<file path="src/rtl/rx_run_sequencer_pkg.sv">
// rtl/rx_run_sequencer_pkg.sv - shared states, status codes, register map and command record for rx_run_sequencer
package rx_run_sequencer_pkg;

    // Widest sample-count field the control word can carry (bit 28 is reserved)
    localparam int NL_W = 28;

    localparam logic [7:0] OFS_CTRL    = 8'd0;
    localparam logic [7:0] OFS_TIME_HI = 8'd1;
    localparam logic [7:0] OFS_TIME_LO = 8'd2;
    localparam logic [7:0] OFS_CLEAR   = 8'd3;

    localparam int BIT_NOW   = 31;
    localparam int BIT_CHAIN = 30;
    localparam int BIT_STOP  = 29;

    typedef enum logic [1:0] {
        ST_IDLE      = 2'd0,
        ST_WAIT_TIME = 2'd1,
        ST_RUNNING   = 2'd2,
        ST_ERR_HALT  = 2'd3
    } seq_state_t;

    typedef enum logic [2:0] {
        STAT_NONE    = 3'd0,
        STAT_DONE    = 3'd1,
        STAT_LATE    = 3'd2,
        STAT_OVERRUN = 3'd3,
        STAT_BUSY    = 3'd4
    } seq_status_t;

    // Stop commands act immediately and are never queued, so they carry no stop flag here
    typedef struct packed {
        logic            now;
        logic            chain;
        logic [NL_W-1:0] numlines;
        logic [63:0]     cmd_time;
    } seq_cmd_t;

    function automatic logic addr_hit(input logic [7:0] addr, input int base, input logic [7:0] ofs);
        return addr == (8'(base) + ofs);
    endfunction

endpackage

</file>
<file path="src/rtl/rx_run_sequencer_if.sv">
// rtl/rx_run_sequencer_if.sv - settings bus, DSP input, sample output and status signals of rx_run_sequencer
interface rx_run_sequencer_if;
    logic        set_stb;
    logic [7:0]  set_addr;
    logic [31:0] set_data;
    logic [63:0] vita_time;
    logic        dsp_strobe;
    logic [31:0] dsp_sample;
    logic        out_ready;
    logic        run;
    logic        out_stb;
    logic [31:0] out_sample;
    logic        out_eob;
    logic        status_stb;
    logic [2:0]  status;
    logic        busy;

    modport slave (
        input  set_stb, set_addr, set_data, vita_time, dsp_strobe, dsp_sample, out_ready,
        output run, out_stb, out_sample, out_eob, status_stb, status, busy
    );

    modport master (
        output set_stb, set_addr, set_data, vita_time, dsp_strobe, dsp_sample, out_ready,
        input  run, out_stb, out_sample, out_eob, status_stb, status, busy
    );
endinterface

</file>
<file path="src/rtl/rx_run_sequencer_cmd_queue.sv">
// rtl/rx_run_sequencer_cmd_queue.sv - up to two-entry command FIFO; entry 0 is the active command
module rx_run_sequencer_cmd_queue
    import rx_run_sequencer_pkg::*;
#(
    parameter int DEPTH = 2
) (
    input  logic       clk,
    input  logic       rst,
    input  logic       push,
    input  logic       pop,
    input  logic       flush,
    input  seq_cmd_t   push_cmd,
    output seq_cmd_t   head,
    output seq_cmd_t   next,
    output logic [1:0] level,
    output logic       full
);

    seq_cmd_t   e0;
    seq_cmd_t   e1;
    logic [1:0] cnt;

    always_ff @(posedge clk or posedge rst) begin
        if (rst) begin
            cnt <= 2'd0;
            e0  <= '0;
            e1  <= '0;
        end else if (flush) begin
            cnt <= 2'd0;
        end else if (push && pop) begin
            // Level is unchanged; the new command lands behind whatever survives the pop
            if (cnt == 2'd2) begin
                e0 <= e1;
                e1 <= push_cmd;
            end else begin
                e0 <= push_cmd;
            end
        end else if (pop) begin
            e0  <= e1;
            cnt <= cnt - 2'd1;
        end else if (push) begin
            if (cnt == 2'd0) begin
                e0 <= push_cmd;
            end else begin
                e1 <= push_cmd;
            end
            cnt <= cnt + 2'd1;
        end
    end

    assign head  = e0;
    assign next  = e1;
    assign level = cnt;
    assign full  = (cnt == 2'(DEPTH));

endmodule

</file>
<file path="src/rtl/rx_run_sequencer.sv">
// rtl/rx_run_sequencer.sv - timed RX stream controller; RX_SEQ_CHAIN_EN enables the two-deep chained command queue
module rx_run_sequencer
    import rx_run_sequencer_pkg::*;
#(
    parameter int BASE  = 160,
    parameter int CNT_W = 28
) (
    input logic              clk,
    input logic              rst,
    rx_run_sequencer_if.slave bus
);

`ifdef RX_SEQ_CHAIN_EN
    localparam int   QDEPTH   = 2;
    localparam logic CHAIN_OK = 1'b1;
`else
    localparam int   QDEPTH   = 1;
    localparam logic CHAIN_OK = 1'b0;
`endif

    logic             stg_now;
    logic             stg_chain;
    logic             stg_stop;
    logic [CNT_W-1:0] stg_lines;
    logic [31:0]      stg_time_hi;
    logic             commit_v;
    logic             commit_stop;
    logic             clear_v;
    seq_cmd_t         commit_cmd;

    // The time-low write commits; the FSM sees the command one cycle later
    always_ff @(posedge clk or posedge rst) begin
        if (rst) begin
            stg_now     <= 1'b0;
            stg_chain   <= 1'b0;
            stg_stop    <= 1'b0;
            stg_lines   <= '0;
            stg_time_hi <= '0;
            commit_v    <= 1'b0;
            commit_stop <= 1'b0;
            clear_v     <= 1'b0;
            commit_cmd  <= '0;
        end else begin
            commit_v <= 1'b0;
            clear_v  <= 1'b0;
            if (bus.set_stb) begin
                if (addr_hit(bus.set_addr, BASE, OFS_CTRL)) begin
                    stg_now   <= bus.set_data[BIT_NOW];
                    stg_chain <= bus.set_data[BIT_CHAIN];
                    stg_stop  <= bus.set_data[BIT_STOP];
                    stg_lines <= bus.set_data[CNT_W-1:0];
                end
                if (addr_hit(bus.set_addr, BASE, OFS_TIME_HI)) begin
                    stg_time_hi <= bus.set_data;
                end
                if (addr_hit(bus.set_addr, BASE, OFS_TIME_LO)) begin
                    commit_v            <= 1'b1;
                    commit_stop         <= stg_stop;
                    commit_cmd.now      <= stg_now;
                    commit_cmd.chain    <= stg_chain & CHAIN_OK;
                    commit_cmd.numlines <= NL_W'(stg_lines);
                    commit_cmd.cmd_time <= {stg_time_hi, bus.set_data};
                end
                if (addr_hit(bus.set_addr, BASE, OFS_CLEAR)) begin
                    clear_v <= 1'b1;
                end
            end
        end
    end

    seq_state_t  state;
    seq_state_t  state_n;
    logic [CNT_W-1:0] count;
    logic [CNT_W-1:0] count_n;
    logic        q_push;
    logic        q_pop;
    logic        q_flush;
    logic        q_full;
    logic [1:0]  q_level;
    seq_cmd_t    q_head;
    seq_cmd_t    q_next;
    logic        stat_v;
    seq_status_t stat_code;

    rx_run_sequencer_cmd_queue #(.DEPTH(QDEPTH)) u_cmd_queue (
        .clk      (clk),
        .rst      (rst),
        .push     (q_push),
        .pop      (q_pop),
        .flush    (q_flush),
        .push_cmd (commit_cmd),
        .head     (q_head),
        .next     (q_next),
        .level    (q_level),
        .full     (q_full)
    );

    logic accept;
    logic overrun;
    logic last;
    logic stop_commit;
    logic cmd_commit;
    logic unused_q_fields;

    assign accept      = (state == ST_RUNNING) && bus.dsp_strobe && bus.out_ready;
    assign overrun     = (state == ST_RUNNING) && bus.dsp_strobe && !bus.out_ready;
    assign last        = accept && (count == CNT_W'(1));
    assign stop_commit = commit_v && commit_stop;
    assign cmd_commit  = commit_v && !commit_stop;
    assign unused_q_fields = ^{q_head.now, q_next.chain, q_next.cmd_time};

    always_comb begin
        state_n   = state;
        count_n   = count;
        q_push    = 1'b0;
        q_pop     = 1'b0;
        q_flush   = 1'b0;
        stat_v    = 1'b0;
        stat_code = STAT_NONE;
        case (state)
            ST_IDLE: begin
                if (cmd_commit) begin
                    q_push  = 1'b1;
                    count_n = commit_cmd.numlines[CNT_W-1:0];
                    state_n = commit_cmd.now ? ST_RUNNING : ST_WAIT_TIME;
                end
            end
            ST_WAIT_TIME: begin
                if (stop_commit) begin
                    q_flush = 1'b1;
                    state_n = ST_IDLE;
                end else if (bus.vita_time == q_head.cmd_time) begin
                    state_n = ST_RUNNING;
                end else if (bus.vita_time > q_head.cmd_time) begin
                    q_flush   = 1'b1;
                    state_n   = ST_ERR_HALT;
                    stat_v    = 1'b1;
                    stat_code = STAT_LATE;
                end
            end
            ST_RUNNING: begin
                if (stop_commit) begin
                    q_flush   = 1'b1;
                    count_n   = '0;
                    state_n   = ST_IDLE;
                    stat_v    = 1'b1;
                    stat_code = STAT_DONE;
                end else if (overrun) begin
                    q_flush   = 1'b1;
                    state_n   = ST_ERR_HALT;
                    stat_v    = 1'b1;
                    stat_code = STAT_OVERRUN;
                end else if (last) begin
                    // Hand straight over to a queued chained command without dropping run
                    if (q_head.chain && q_level == 2'd2) begin
                        q_pop   = 1'b1;
                        count_n = q_next.numlines[CNT_W-1:0];
                        state_n = q_next.now ? ST_RUNNING : ST_WAIT_TIME;
                    end else begin
                        q_flush   = 1'b1;
                        count_n   = '0;
                        state_n   = ST_IDLE;
                        stat_v    = 1'b1;
                        stat_code = STAT_DONE;
                    end
                end else if (accept && count != '0) begin
                    count_n = count - CNT_W'(1);
                end
            end
            ST_ERR_HALT: begin
                if (clear_v) begin
                    q_flush = 1'b1;
                    state_n = ST_IDLE;
                end
            end
            default: state_n = ST_IDLE;
        endcase

        // Commits outside IDLE queue up if there is room, else they bounce as BUSY.
        // A terminal status on the same cycle takes the status slot; the command is still dropped.
        if (commit_v && state != ST_IDLE &&
            !(commit_stop && (state == ST_WAIT_TIME || state == ST_RUNNING))) begin
            if (cmd_commit && state != ST_ERR_HALT && !q_flush && (!q_full || q_pop)) begin
                q_push = 1'b1;
            end else if (!stat_v) begin
                stat_v    = 1'b1;
                stat_code = STAT_BUSY;
            end
        end
    end

    logic        run_r;
    logic        busy_r;
    logic        out_stb_r;
    logic        out_eob_r;
    logic [31:0] out_sample_r;
    logic        status_stb_r;
    seq_status_t status_r;

    always_ff @(posedge clk or posedge rst) begin
        if (rst) begin
            state        <= ST_IDLE;
            count        <= '0;
            run_r        <= 1'b0;
            busy_r       <= 1'b0;
            out_stb_r    <= 1'b0;
            out_eob_r    <= 1'b0;
            out_sample_r <= '0;
            status_stb_r <= 1'b0;
            status_r     <= STAT_NONE;
        end else begin
            state        <= state_n;
            count        <= count_n;
            run_r        <= (state_n == ST_RUNNING);
            busy_r       <= (state_n != ST_IDLE);
            out_stb_r    <= accept;
            out_eob_r    <= last;
            status_stb_r <= stat_v;
            if (accept) begin
                out_sample_r <= bus.dsp_sample;
            end
            if (stat_v) begin
                status_r <= stat_code;
            end
        end
    end

    assign bus.run        = run_r;
    assign bus.busy       = busy_r;
    assign bus.out_stb    = out_stb_r;
    assign bus.out_eob    = out_eob_r;
    assign bus.out_sample = out_sample_r;
    assign bus.status_stb = status_stb_r;
    assign bus.status     = status_r;

endmodule

</file>
<file path="src/flat_wrapper.sv">
// flat-port wrapper written by rule: the top's interface ports become plain ports
module rx_run_sequencer_flat import rx_run_sequencer_pkg::*;
#(
    parameter int BASE  = 160,
    parameter int CNT_W = 28
)
  (clk, rst, bus_set_stb, bus_set_addr, bus_set_data, bus_vita_time, bus_dsp_strobe, bus_dsp_sample, bus_out_ready, bus_run, bus_out_stb, bus_out_sample, bus_out_eob, bus_status_stb, bus_status, bus_busy);
  rx_run_sequencer_if bus_i ();
  input logic clk;
  input logic rst;
  input wire logic [$bits(bus_i.set_stb)-1:0] bus_set_stb;
  input wire logic [$bits(bus_i.set_addr)-1:0] bus_set_addr;
  input wire logic [$bits(bus_i.set_data)-1:0] bus_set_data;
  input wire logic [$bits(bus_i.vita_time)-1:0] bus_vita_time;
  input wire logic [$bits(bus_i.dsp_strobe)-1:0] bus_dsp_strobe;
  input wire logic [$bits(bus_i.dsp_sample)-1:0] bus_dsp_sample;
  input wire logic [$bits(bus_i.out_ready)-1:0] bus_out_ready;
  output wire logic [$bits(bus_i.run)-1:0] bus_run;
  output wire logic [$bits(bus_i.out_stb)-1:0] bus_out_stb;
  output wire logic [$bits(bus_i.out_sample)-1:0] bus_out_sample;
  output wire logic [$bits(bus_i.out_eob)-1:0] bus_out_eob;
  output wire logic [$bits(bus_i.status_stb)-1:0] bus_status_stb;
  output wire logic [$bits(bus_i.status)-1:0] bus_status;
  output wire logic [$bits(bus_i.busy)-1:0] bus_busy;
  assign bus_i.set_stb = bus_set_stb;
  assign bus_i.set_addr = bus_set_addr;
  assign bus_i.set_data = bus_set_data;
  assign bus_i.vita_time = bus_vita_time;
  assign bus_i.dsp_strobe = bus_dsp_strobe;
  assign bus_i.dsp_sample = bus_dsp_sample;
  assign bus_i.out_ready = bus_out_ready;
  assign bus_run = bus_i.run;
  assign bus_out_stb = bus_i.out_stb;
  assign bus_out_sample = bus_i.out_sample;
  assign bus_out_eob = bus_i.out_eob;
  assign bus_status_stb = bus_i.status_stb;
  assign bus_status = bus_i.status;
  assign bus_busy = bus_i.busy;
  rx_run_sequencer #(.BASE(BASE), .CNT_W(CNT_W)) u_core (.clk(clk), .rst(rst), .bus(bus_i));
endmodule
</file>
<file path="config.mk">
export PLATFORM = sky130hd
export DESIGN_NAME = rx_run_sequencer_flat
export DESIGN_NICKNAME = d
export VERILOG_FILES = /design/src/rtl/rx_run_sequencer_pkg.sv /design/src/rtl/rx_run_sequencer_if.sv /design/src/rtl/rx_run_sequencer_cmd_queue.sv /design/src/rtl/rx_run_sequencer.sv /design/src/flat_wrapper.sv
export SDC_FILE = /design/constraint.sdc
export NUM_CORES = 1
export LEC_CHECK = 0
export ABC_AREA = 1
export CAP_MARGIN = 20
export CORE_MARGIN = 2
export CORE_UTILIZATION = 30
export DETAILED_ROUTE_END_ITERATION = 16
export PLACE_DENSITY = 0.56
export SLEW_MARGIN = 15
export SYNTH_ARGS = -nofsm -noshare
export SYNTH_HDL_FRONTEND = slang
export SYNTH_HIERARCHICAL = 1
export SYNTH_SLANG_ARGS = --single-unit
</file>
<file path="constraint.sdc">
create_clock -name clk -period 12.4 [get_ports clk]
set_input_delay 1.24 -clock clk [delete_from_list [all_inputs] [get_ports clk]]
set_output_delay 1.24 -clock clk [all_outputs]
set_load 0.02 [all_outputs]
</file>
# Word-level counts from Yosys, hierarchy flattened
# Cells that the tools add are included.
[totals]
inputBits = 141
wordCells = 160
regBits = 389
output_inout_bits = 40
[classes]
order_cmp = 1
muxes = 70
addsub = 3
bitwise_logic = 1
n_eq_ne = 20
reduce_logical = 39
[ops]
columns = ["op", "count"]
rows = [
  ["$mux W94", 5],
  ["$mux W93", 5],
  ["$mux W28", 6],
  ["$eq A64 B64 Y1", 1],
  ["$gt A64 B64 Y1", 1],
  ["$pmux W28 S2", 1],
  ["$eq A8 B8 Y1 const B", 4],
  ["$mux W2", 16],
  ["$eq A28 B1 Y1 const B", 1],
  ["$reduce_bool A28 Y1", 1],
  ["$sub A28 B1 Y28 const B", 1],
  ["$mux W1", 25],
  ["$mux W3", 8],
  ["$logic_and A1 B1 Y1", 15],
  ["$reduce_bool A3 Y1", 3],
  ["$eq A2 B2 Y1 const B", 4],
  ["$ne A2 B1 Y1 const B", 4],
  ["$pmux W2 S4", 1],
  ["$reduce_and A2 Y1", 4],
  ["$reduce_bool A2 Y1", 4],
  ["$pmux W3 S2", 1],
  ["$logic_not A1 Y1", 5],
  ["$reduce_and A5 Y1", 1],
  ["$eq A2 B1 Y1 const B", 2],
  ["12 further kinds", 15],
]

# Logic depth before layout (Yosys ltp)
# Gate-level depths: netlist of the first run.
[logic_depth]
word_depth = 17
depth_mapped = 30
mapped_depth_nobuf = 28

# Hierarchy
# Netlist of the first run, hierarchy kept.
[modules_own_cells]
columns = ["module", "instances", "area_per_inst_um2", "cells_per_inst"]
rows = [
  ["rx_run_sequencer", 1, 11533.6, 1437],
  ["rx_run_sequencer_cmd_queue", 1, 10857.9, 1730],
]

# Least setup slack after synthesis of the first run
# No wires, ideal clock.
[synth_path]
kind = "input -> register"
startpoint = "in bus_vita_time[63]"
endpoint = "reg u_core.u_cmd_queue.e0 (netlist bit u_core/u_cmd_queue/head[0])"
path_slack_ns = 8.872
arrival_ns = 3.463
setup_time_ns = 0.065
cell_stages = 21
path_buffers = 2
path_cell_list = "ha_1 nand4_1 nor3_1 nand2_1 nor2_1 nand2_1 nand2_1 nand2_1 nand2_1 nand2_1 nand2_1 nand2_1 nand2_1 nand2_1 nor2_2 nor2_1 o21ai_1 buf_2 buf_2 nand2_1 nand2_1"
[synth_between]
elab_chain_cells = 13
word_cells_on_any_way = 17
[synth_rtl]
columns = ["item", "line", "source"]
rows = [
  ["start, declared", "flat_wrapper.sv:14", "input wire logic [$bits(bus_i.vita_time)-1:0] bus_vita_time;"],
  ["$gt A64 B64 Y1", "rx_run_sequencer.sv:134", "end else if (bus.vita_time > q_head.cmd_time) begin"],
  ["$mux W1", "rx_run_sequencer.sv:134", ""],
  ["$mux W1 *", "rx_run_sequencer.sv:132", "end else if (bus.vita_time == q_head.cmd_time) begin"],
  ["$mux W1 *", "rx_run_sequencer.sv:129", "if (stop_commit) begin"],
  ["$pmux W1 S3 *", "rx_run_sequencer.sv:120", "case (state)"],
  ["$logic_not A1 Y1 *", "rx_run_sequencer.sv:183", "if (cmd_commit && state != ST_ERR_HALT && !q_flush && (!q_full || q_pop)) begin"],
  ["$logic_and A1 B1 Y1 * (2 in series)", "rx_run_sequencer.sv:183", ""],
  ["$mux W1 *", "rx_run_sequencer.sv:183", ""],
  ["$mux W1 *", "rx_run_sequencer.sv:181", "if (commit_v && state != ST_IDLE &&"],
  ["via u_core.q_push", "rx_run_sequencer.sv:75", "logic q_push;"],
  ["$logic_and A1 B1 Y1", "rx_run_sequencer_cmd_queue.sv:30", "end else if (push && pop) begin"],
  ["$reduce_bool A3 Y1 (no source line)", "--", ""],
  ["$reduce_and A3 Y1 (no source line)", "--", ""],
  ["end signal, assigned", "rx_run_sequencer_cmd_queue.sv:36", "e0 <= push_cmd;"],
  ["end signal, assigned", "rx_run_sequencer_cmd_queue.sv:43", "e0 <= push_cmd;"],
  ["end, declared", "rx_run_sequencer_cmd_queue.sv:19", "seq_cmd_t e0;"],
]
# The timed path passes the listed nets; every way through them passes the cells marked *.
# A chain may end at the register's enable or synchronous reset.

# Worst setup path in the final report of the first run
[layout_path]
startpoint = "reg u_core.state[0]"
endpoint = "reg u_core.u_cmd_queue.e1 (netlist bit u_core/u_cmd_queue/next[3])"
[layout_between]
word_cells_on_any_way = 39
[layout_rtl]
columns = ["item", "line", "source"]
rows = [
  ["start, declared", "rx_run_sequencer.sv:71", "seq_state_t state;"],
  ["start signal, assigned", "rx_run_sequencer.sv:212", "state <= state_n;"],
  ["$eq A2 B2 Y1 *", "rx_run_sequencer.sv:105", "assign accept = (state == ST_RUNNING) && bus.dsp_strobe && bus.out_ready;"],
  ["$logic_and A1 B1 Y1 * (2 in series)", "rx_run_sequencer.sv:105", ""],
  ["$logic_and A1 B1 Y1 *", "rx_run_sequencer.sv:107", "assign last = accept && (count == CNT_W'(1));"],
  ["via u_core.last", "rx_run_sequencer.sv:100", "logic last;"],
  ["$mux W1 *", "rx_run_sequencer.sv:153", "end else if (last) begin"],
  ["$mux W1 *", "rx_run_sequencer.sv:148", "end else if (overrun) begin"],
  ["$mux W1 *", "rx_run_sequencer.sv:142", "if (stop_commit) begin"],
  ["$mux W1 *", "rx_run_sequencer.sv:120", ""],
  ["via u_core.q_pop", "rx_run_sequencer.sv:76", "logic q_pop;"],
  ["$logic_or A1 B1 Y1 *", "rx_run_sequencer.sv:183", ""],
  ["$logic_and A1 B1 Y1 *", "rx_run_sequencer.sv:183", ""],
  ["$mux W1 *", "rx_run_sequencer.sv:183", ""],
  ["$mux W1 *", "rx_run_sequencer.sv:181", ""],
  ["via u_core.q_push", "rx_run_sequencer.sv:75", ""],
  ["$logic_and A1 B1 Y1", "rx_run_sequencer_cmd_queue.sv:30", ""],
  ["$ne A2 B1 Y1 (no source line) (tied with other cells)", "--", ""],
  ["$reduce_and A5 Y1 (no source line)", "--", ""],
  ["end signal, assigned", "rx_run_sequencer_cmd_queue.sv:34", "e1 <= push_cmd;"],
  ["end signal, assigned", "rx_run_sequencer_cmd_queue.sv:45", "e1 <= push_cmd;"],
  ["end, declared", "rx_run_sequencer_cmd_queue.sv:20", "seq_cmd_t e1;"],
]
# Marked as above.

==> summary.md, run 1 <==
| Metric | Value |
|---|---|
| Hold Path Class | `reg2reg` |
| Crit path buf inv count | `5` |
| # port buffers | `180` |
| Die Wd | `264 um` |
| Die area | `0.0698 mm2` |
| Drt pass-1 iters | `5` |
| Setup WS post-layout | `5370 ps` |
| Fin crit share | `0.567` |
| WL/cell | `15.3 um` |
| Clock Pin Slew Worst Setup and Hold Paths | `60 ps` |
| CTS Buf Count | `43` |
| R2R Path Start | `u_core/state[0]` |
| Row cnt | `95` |
| Setup CP Type | `reg2reg` |
| Core Area | `0.0672 mm2` |
| Final hold violations | `0` |
| Worst setup EP type | `register` |
| CP Launch Type | `register` |
| Worst path required time | `12820 ps` |
| CTS Sinks | `389` |
| Tmin final | `7030 ps` |
| Crit path from | `u_core/state[0]` |
| VDD IR max | `0.0849 mV` |
| Slowest stage cell, crit path | `nand3_2` |
| Vias in the first global route | `16.2k` |
| Setup Skew | `21.5 ps` |
| Max Fclk | `0.142 GHz` |
| Post-CTS Resized | `0` |
| Mean post-synth cell area | `7.30 um2` |
| Fill cells | `7064` |
| Lkg Pwr | `12.5 nW` |
| P&R area growth vs syn | `18.9%` |
| Number of cells on the critical path | `19` |
| HPWL Detailed | `39100 um` |
| Multi-input gate area | `0.00884 mm2` |
| Post-layout util | `0.360` |
| # H-tree levels | `2` |
| Crit path largest cell delay | `740 ps` |
| Max Buffers Root-to-Sink | `3` |
| First-pass GRT wire length | `92700 um` |
| Clk_lat worst skew | `580 ps` |
| WP data arrival | `7450 ps` |
| Most common cell on crit path | `nand2_1` |
| Via Count | `17.1k` |
| Capture point of the worst path | `u_core/u_cmd_queue/next[3]` |
| Tot GR Track Use | `0.167` |
| Gp weighted congestion | `0.813` |
| Final setup violation count | `0` |
| CP top delay family | `simple AND/OR/NAND/NOR gates` |
| CP Cell Sequence | `inv_1 > ha_1 > nand3_2 > inv_2 > nand4_2 > nor3_4 > nand2_2 > nor2_4 > inv_2 > a211oi_2 > nand2_1 > nand2_1 > nand2_4 > nand2_1 > nand3_4 > buf_4 > buf_4 > nand2_1 > o21ai_1` |
| Largest net degree at the start of global routing | `113` |
| Mapped Cells | `2784` |
| RR Endpoint | `u_core/u_cmd_queue/next[3]` |
| Seq. cell area | `0.00973 mm2` |
| Congestion Overflow GR | `0` |
| R2r setup slk | `5370 ps` |
| Place WS | `4920 ps` |
| Max transition margin | `0.291` |
| Nets | `3099` |
| DRT antenna net count | `0` |
| Outcome | `completed` |
| Iter 0 DRT Violations | `1389` |
| Worst Max-Slew Pin Slew | `1060 ps` |
| Die Height | `264 um` |
| Initial antenna violation count | `2` |
| Effective utilization at floorplan | `0.303` |
| TNS Setup | `0 ps` |
| Count of hold-fix buffers inserted at cts | `0` |
| Cells on worst reg2reg path | `19` |
| Clock Tree Root | `clkbuf_16` |
| TritonCTS clock tree | `yes` |
| Post-Syn Area | `0.0203 mm2` |
| Total Wirelength | `58100 um` |
| Final max-slew violation count | `0` |
| Hold Path Depth | `2` |
| Postcts setup bufs | `0` |
| DR vias/cell | `4.52` |
| DRC | `0` |
| Ratio of cells with drive above 1 in the final layout | `0.0435` |
| RSZ-0062 raised after global routing | `no` |
| Pwr per Cell Area | `147 mW/mm2` |
| Max-cap violation count | `0` |
| Peak fanout along the critical path | `86` |
| Hold WS | `467 ps` |
| Antenna diode count | `0` |
| Synth warn | `6` |
| # IOs | `181` |
==> power by group <==
part           leakage [nW]  internal [W]  switching [W]
logic                  7.03      0.000314       0.000449
clock network         0.699      0.000766       0.000535
registers              4.77       0.00140       0.000100
total                  12.5       0.00248        0.00108
==> worst reg2reg max path: stages, from the launching register on <==
cell,delay [ps]
dfrtp_1,450
inv_1,110
ha_1,590
nand3_2,740
inv_2,740
nand4_2,220
nor3_4,360
nand2_2,130
nor2_4,570
inv_2,70
a211oi_2,190
nand2_1,110
nand2_1,180
nand2_4,460
nand2_1,310
nand3_4,320
buf_4,460
buf_4,550
nand2_1,230
o21ai_1,70
==> worst min path at each step <==
stage | start | end | slack, ps
2_1_floorplan | u_core/stg_time_hi[0] | u_core/commit_cmd[32] | 440
3_3_place_gp | u_core/stg_time_hi[27] | u_core/commit_cmd[59] | 450
3_5_place_dp | u_core/stg_lines[13] | u_core/commit_cmd[77] | 450
4_1_cts | u_core/stg_lines[16] | u_core/commit_cmd[80] | 460
5_1_grt | u_core/stg_lines[22] | u_core/commit_cmd[86] | 490
6_report | u_core/stg_time_hi[1] | u_core/commit_cmd[33] | 470
==> placed cells by master, fill, tap and decap left out, drive strengths merged, types with 2 or more instances in the layout <==
cell type,n
buf,21
xor2,10
nand2,1351
nor4,4
clkdlybuf4s50,180
ha,73
clkinv,11
xnor2,5
o22ai,10
a32oi,2
clkbuf,61
a22oi,13
a31oi,4
dfrtp,389
bufinv,4
or2,3
conb,3
a21o,2
nand3,44
nor3,10
nor2,78
o21ai,250
inv,300
a21oi,67
o21a,4
nand4,9
a211oi,2
==> per-stage QoR <==
step,std cells,power [W],instance area (um2)
3_3_place_gp,3713,0.00228,22800
4_1_cts,3790,0.00361,24200
5_1_grt,3790,0.00376,24200
3_5_place_dp,3713,0.00229,22800
2_1_floorplan,2786,0.00197,20300
6_report,3790,0.00356,24200
==> flip-flops by register name, indices dropped and copies added (netlist names) <==
signal	cells
u_core/stg_stop	1
u_core/bus.out_eob	1
u_core/u_cmd_queue/level	2
u_core/commit_cmd	93
u_core/commit_v	1
u_core/clear_v	1
u_core/bus.out_sample	32
u_core/bus.status_stb	1
u_core/commit_stop	1
u_core/u_cmd_queue/head	65
u_core/bus.busy	1
u_core/bus.status	3
u_core/stg_time_hi	32
u_core/bus.run	1
u_core/u_cmd_queue/next	94
u_core/bus.out_stb	1
u_core/stg_now	1
u_core/stg_lines	28
u_core/state	2
u_core/count	28
==> cell type report <==
| class | count | area share |
|---|---|---|
| Sequential cell | 389 | 0.403 |
| Multi-Input combinational cell | 1951 | 0.366 |
| Timing Repair Buffer | 201 | 0.0811 |
| Clock buffer | 61 | 0.0503 |
| Inverter | 299 | 0.0469 |
| Tap cell | 873 | 0.0452 |
| Clock inverter | 16 | 0.00807 |
==> routing by layer <==
| metal | GRT usage | up-vias | wire (um) | share of wire |
|---|---|---|---|---|
| met4 | 0.0462 | 0 | 1190 | 0.020 |
| met1 | 0.238 | 7940 | 27900 | 0.48 |
| met5 | 0 | - | 0 | 0 |
| met3 | 0.0232 | 68 | 2760 | 0.048 |
| li1 | - | 8763 | - | - |
| met2 | 0.265 | 358 | 26200 | 0.45 |
No activity file was read; power rests on OpenSTA's default activity.
==> run 2, diff against run 1 <==
PLACE_DENSITY = 0.57   (was 0.56)
clock period = 6.4 ns   (was 12.4 ns; I/O delays follow)
==> run 2 against run 1 <==
  * Worst setup slack got worse by 3700 ps
  * Die area did not move
  * Non-clock buffer count up 6
  * Sequential power grew 93%
  * Cell count up 0.13%
  * Via count up 0.49%
  * Clock power up 90%
  * Sequential share of layout area down 0.17 points
  * Wire length rose by 0.74%
  * Largest power group unchanged
==> summary.md, run 2 (synthesis results as in run 1) <==
| Metric | Value |
|---|---|
| Outcome | `completed` |
| Gp weighted congestion | `0.802 (-1.4%)` |
| DRC | `0 (unchanged)` |
| Slowest stage cell, crit path | `nand3_4` |
| R2r setup slk | `1670 ps (-3700 ps)` |
| Count of hold-fix buffers inserted at cts | `0 (unchanged)` |
| Clk pwr share | `0.360 (-0.005)` |
| Largest net degree at the start of global routing | `165 (+46%)` |
| Net switching fraction of the power | `0.311 (+0.00631)` |
| Core Area | `0.0672 mm2 (unchanged)` |
| P&R area growth vs syn | `19.4%` |
| Postcts setup bufs | `0 (unchanged)` |
| Antenna diode count | `0 (unchanged)` |
| Max reg flops | `94 (unchanged)` |
| Clk_lat worst skew | `590 ps (about the same)` |
| Via Count | `17.2k (+0.49%)` |
| Commonest non-fill, non-tap cell in the layout | `nand2_1` |
| Drt pass-1 iters | `5 (unchanged)` |
| Pwr per Cell Area | `282 mW/mm2 (+92%)` |
| Fin crit share | `0.739 (+0.172)` |
| Clock Pin Slew Worst Setup and Hold Paths | `60 ps (about the same)` |
| Setup CP Type | `reg2reg` |
| Crit path largest cell delay | `630 ps (-110 ps)` |
| Worst Max-Slew Pin Slew | `988 ps (-72.2 ps)` |
| Tot GR Track Use | `0.168 (+0.00152)` |
| DRT antenna net count | `0 (unchanged)` |
| Clock Tree Root | `clkbuf_16` |
| Most frequent cells in the layout | `1345 x nand2_1, 389 x dfrtp_1, 287 x inv_1` |
| # IOs | `181 (unchanged)` |
| Total Wirelength | `58500 um (+0.74%)` |
| Iter 0 DRT Violations | `1357 (-2.3%)` |
| Die Wd | `264 um (unchanged)` |
| Post-CTS Resized | `0 (unchanged)` |
| Peak fanout along the critical path | `60 (-30%)` |
| Setup Skew | `34.5 ps (+13.1 ps)` |
| P_sw | `0.00213 W (+96%)` |
| Max Fclk | `0.211 GHz (+49%)` |
| Place WS | `1690 ps (-3240 ps)` |
| Hold Path Class | `reg2reg` |
| WL/cell | `15.4 um (+0.60%)` |
| RSZ-0062 raised after global routing | `no` |
| HPWL Detailed | `38800 um (-0.89%)` |
| Die area | `0.0698 mm2 (unchanged)` |
| Max Buffers Root-to-Sink | `3 (unchanged)` |
| Max transition margin | `0.342 (+0.0504)` |
| # port buffers | `180 (unchanged)` |
| WP data arrival | `5170 ps (-2280 ps)` |
| Congestion Overflow GR | `0 (unchanged)` |
| Ratio of cells with drive above 1 in the final layout | `0.0469 (+0.00335)` |
| TNS Setup | `0 ps (unchanged)` |
| Max-cap violation count | `0 (unchanged)` |
| Final hold violations | `0 (unchanged)` |
| Final setup violation count | `0 (unchanged)` |
| Die Height | `264 um (unchanged)` |
| Nets | `3105 (+0.19%)` |
| CTS Sinks | `389 (unchanged)` |
| CTS Buf Count | `43 (unchanged)` |
| Initial antenna violation count | `3 (+1)` |
| Row cnt | `95 (unchanged)` |
| # H-tree levels | `2 (unchanged)` |
| CP Launch Type | `register` |
| Sequential share of power | `0.423 (+0.002)` |
| Lkg Pwr | `12.5 nW (+0.28%)` |
| TritonCTS clock tree | `yes` |
| Pint | `0.00472 W (+91%)` |
| Final max-slew violation count | `0 (unchanged)` |
| First-pass GRT wire length | `93800 um (+1.2%)` |
| Logic gate share of total power | `0.216 (+0.002)` |
| Worst setup EP type | `register` |
| CP Cell Sequence | `inv_1 > ha_1 > nand3_2 > buf_4 > inv_2 > nand4_2 > nor3_4 > nand2_2 > nor2_4 > inv_2 > a211oi_2 > nand2_1 > nand2_1 > inv_2 > nor2_1 > nand3_4 > buf_12 > nand2_1 > o21ai_1` |
| VDD IR max | `0.161 mV (+90%)` |
| Setup WS post-layout | `1670 ps (-3700 ps)` |
| Worst path required time | `6840 ps (-5980 ps)` |
| DR vias/cell | `4.54 (+0.36%)` |
| Vias in the first global route | `16.6k (+2.2%)` |
| Effective utilization at floorplan | `0.303 (unchanged)` |
| Tmin final | `4730 ps (-2300 ps)` |
[run 2: cell type report]
cell class | instances | area, um2
Multi-Input combinational cell | 1951 | 8850
Timing Repair Buffer | 207 | 2080
Inverter | 299 | 1130
Tap cell | 873 | 1090
Clock buffer | 58 | 1200
Fill cell | 7022 | 42900
Clock inverter | 18 | 185
Sequential cell | 389 | 9730
[run 2: power groups by stage]
| stage | clock network (W) | logic (W) | registers, W |
|---|---|---|---|
| after detailed placement | 0 | 0.00149 | 0.00294 |
| final | 0.00247 | 0.00148 | 0.00290 |
| after floorplan | 0 | 0.000786 | 0.00303 |
| after global routing | 0.00263 | 0.00165 | 0.00293 |
| after global placement | 0 | 0.00148 | 0.00294 |
| after CTS | 0.00253 | 0.00150 | 0.00290 |
[run 2: stage by stage]
step	util	hold slack (ps)	std cells	power [W]	area [um2]
2_1_floorplan	-	442	2786	0.00382	20300
3_3_place_gp	0.340	448	3718	0.00442	22900
3_5_place_dp	0.341	453	3719	0.00443	22900
4_1_cts	0.361	469	3795	0.00692	24300
5_1_grt	0.361	492	3795	0.00722	24300
6_report	0.361	467	3795	0.00685	24300
[run 2: worst paths after layout]
| check | start | end | cells after the start |
|---|---|---|---|
| min reg2reg | u_core/stg_time_hi[17] | u_core/commit_cmd[49] | 2 |
| min | u_core/stg_time_hi[17] | u_core/commit_cmd[49] | 2 |
| max | u_core/state[0] | u_core/u_cmd_queue/next[56] | 19 |
| max reg2reg | u_core/state[0] | u_core/u_cmd_queue/next[56] | 19 |
| max in group asynchronous | rst | u_core/u_cmd_queue/next[29] | 3 |
| min in group asynchronous | rst | u_core/bus.status_stb | 2 |
[run 2: worst max-delay path, delay by kind of cell, from the launching register on]
family	cells	cell delay, ps
buf+inv	6	1040
fa+ha+maj	1	570
flops	1	440
simple gates	10	2250
compound gates	2	220
[run 2: routing by layer]
metal,global-route usage,vias up,share of wire
met1,0.243,8011,0.48
met3,0.0213,62,0.045
met2,0.268,368,0.45
met5,0,-,0.00022
li1,-,8770,-
met4,0.0404,2,0.018
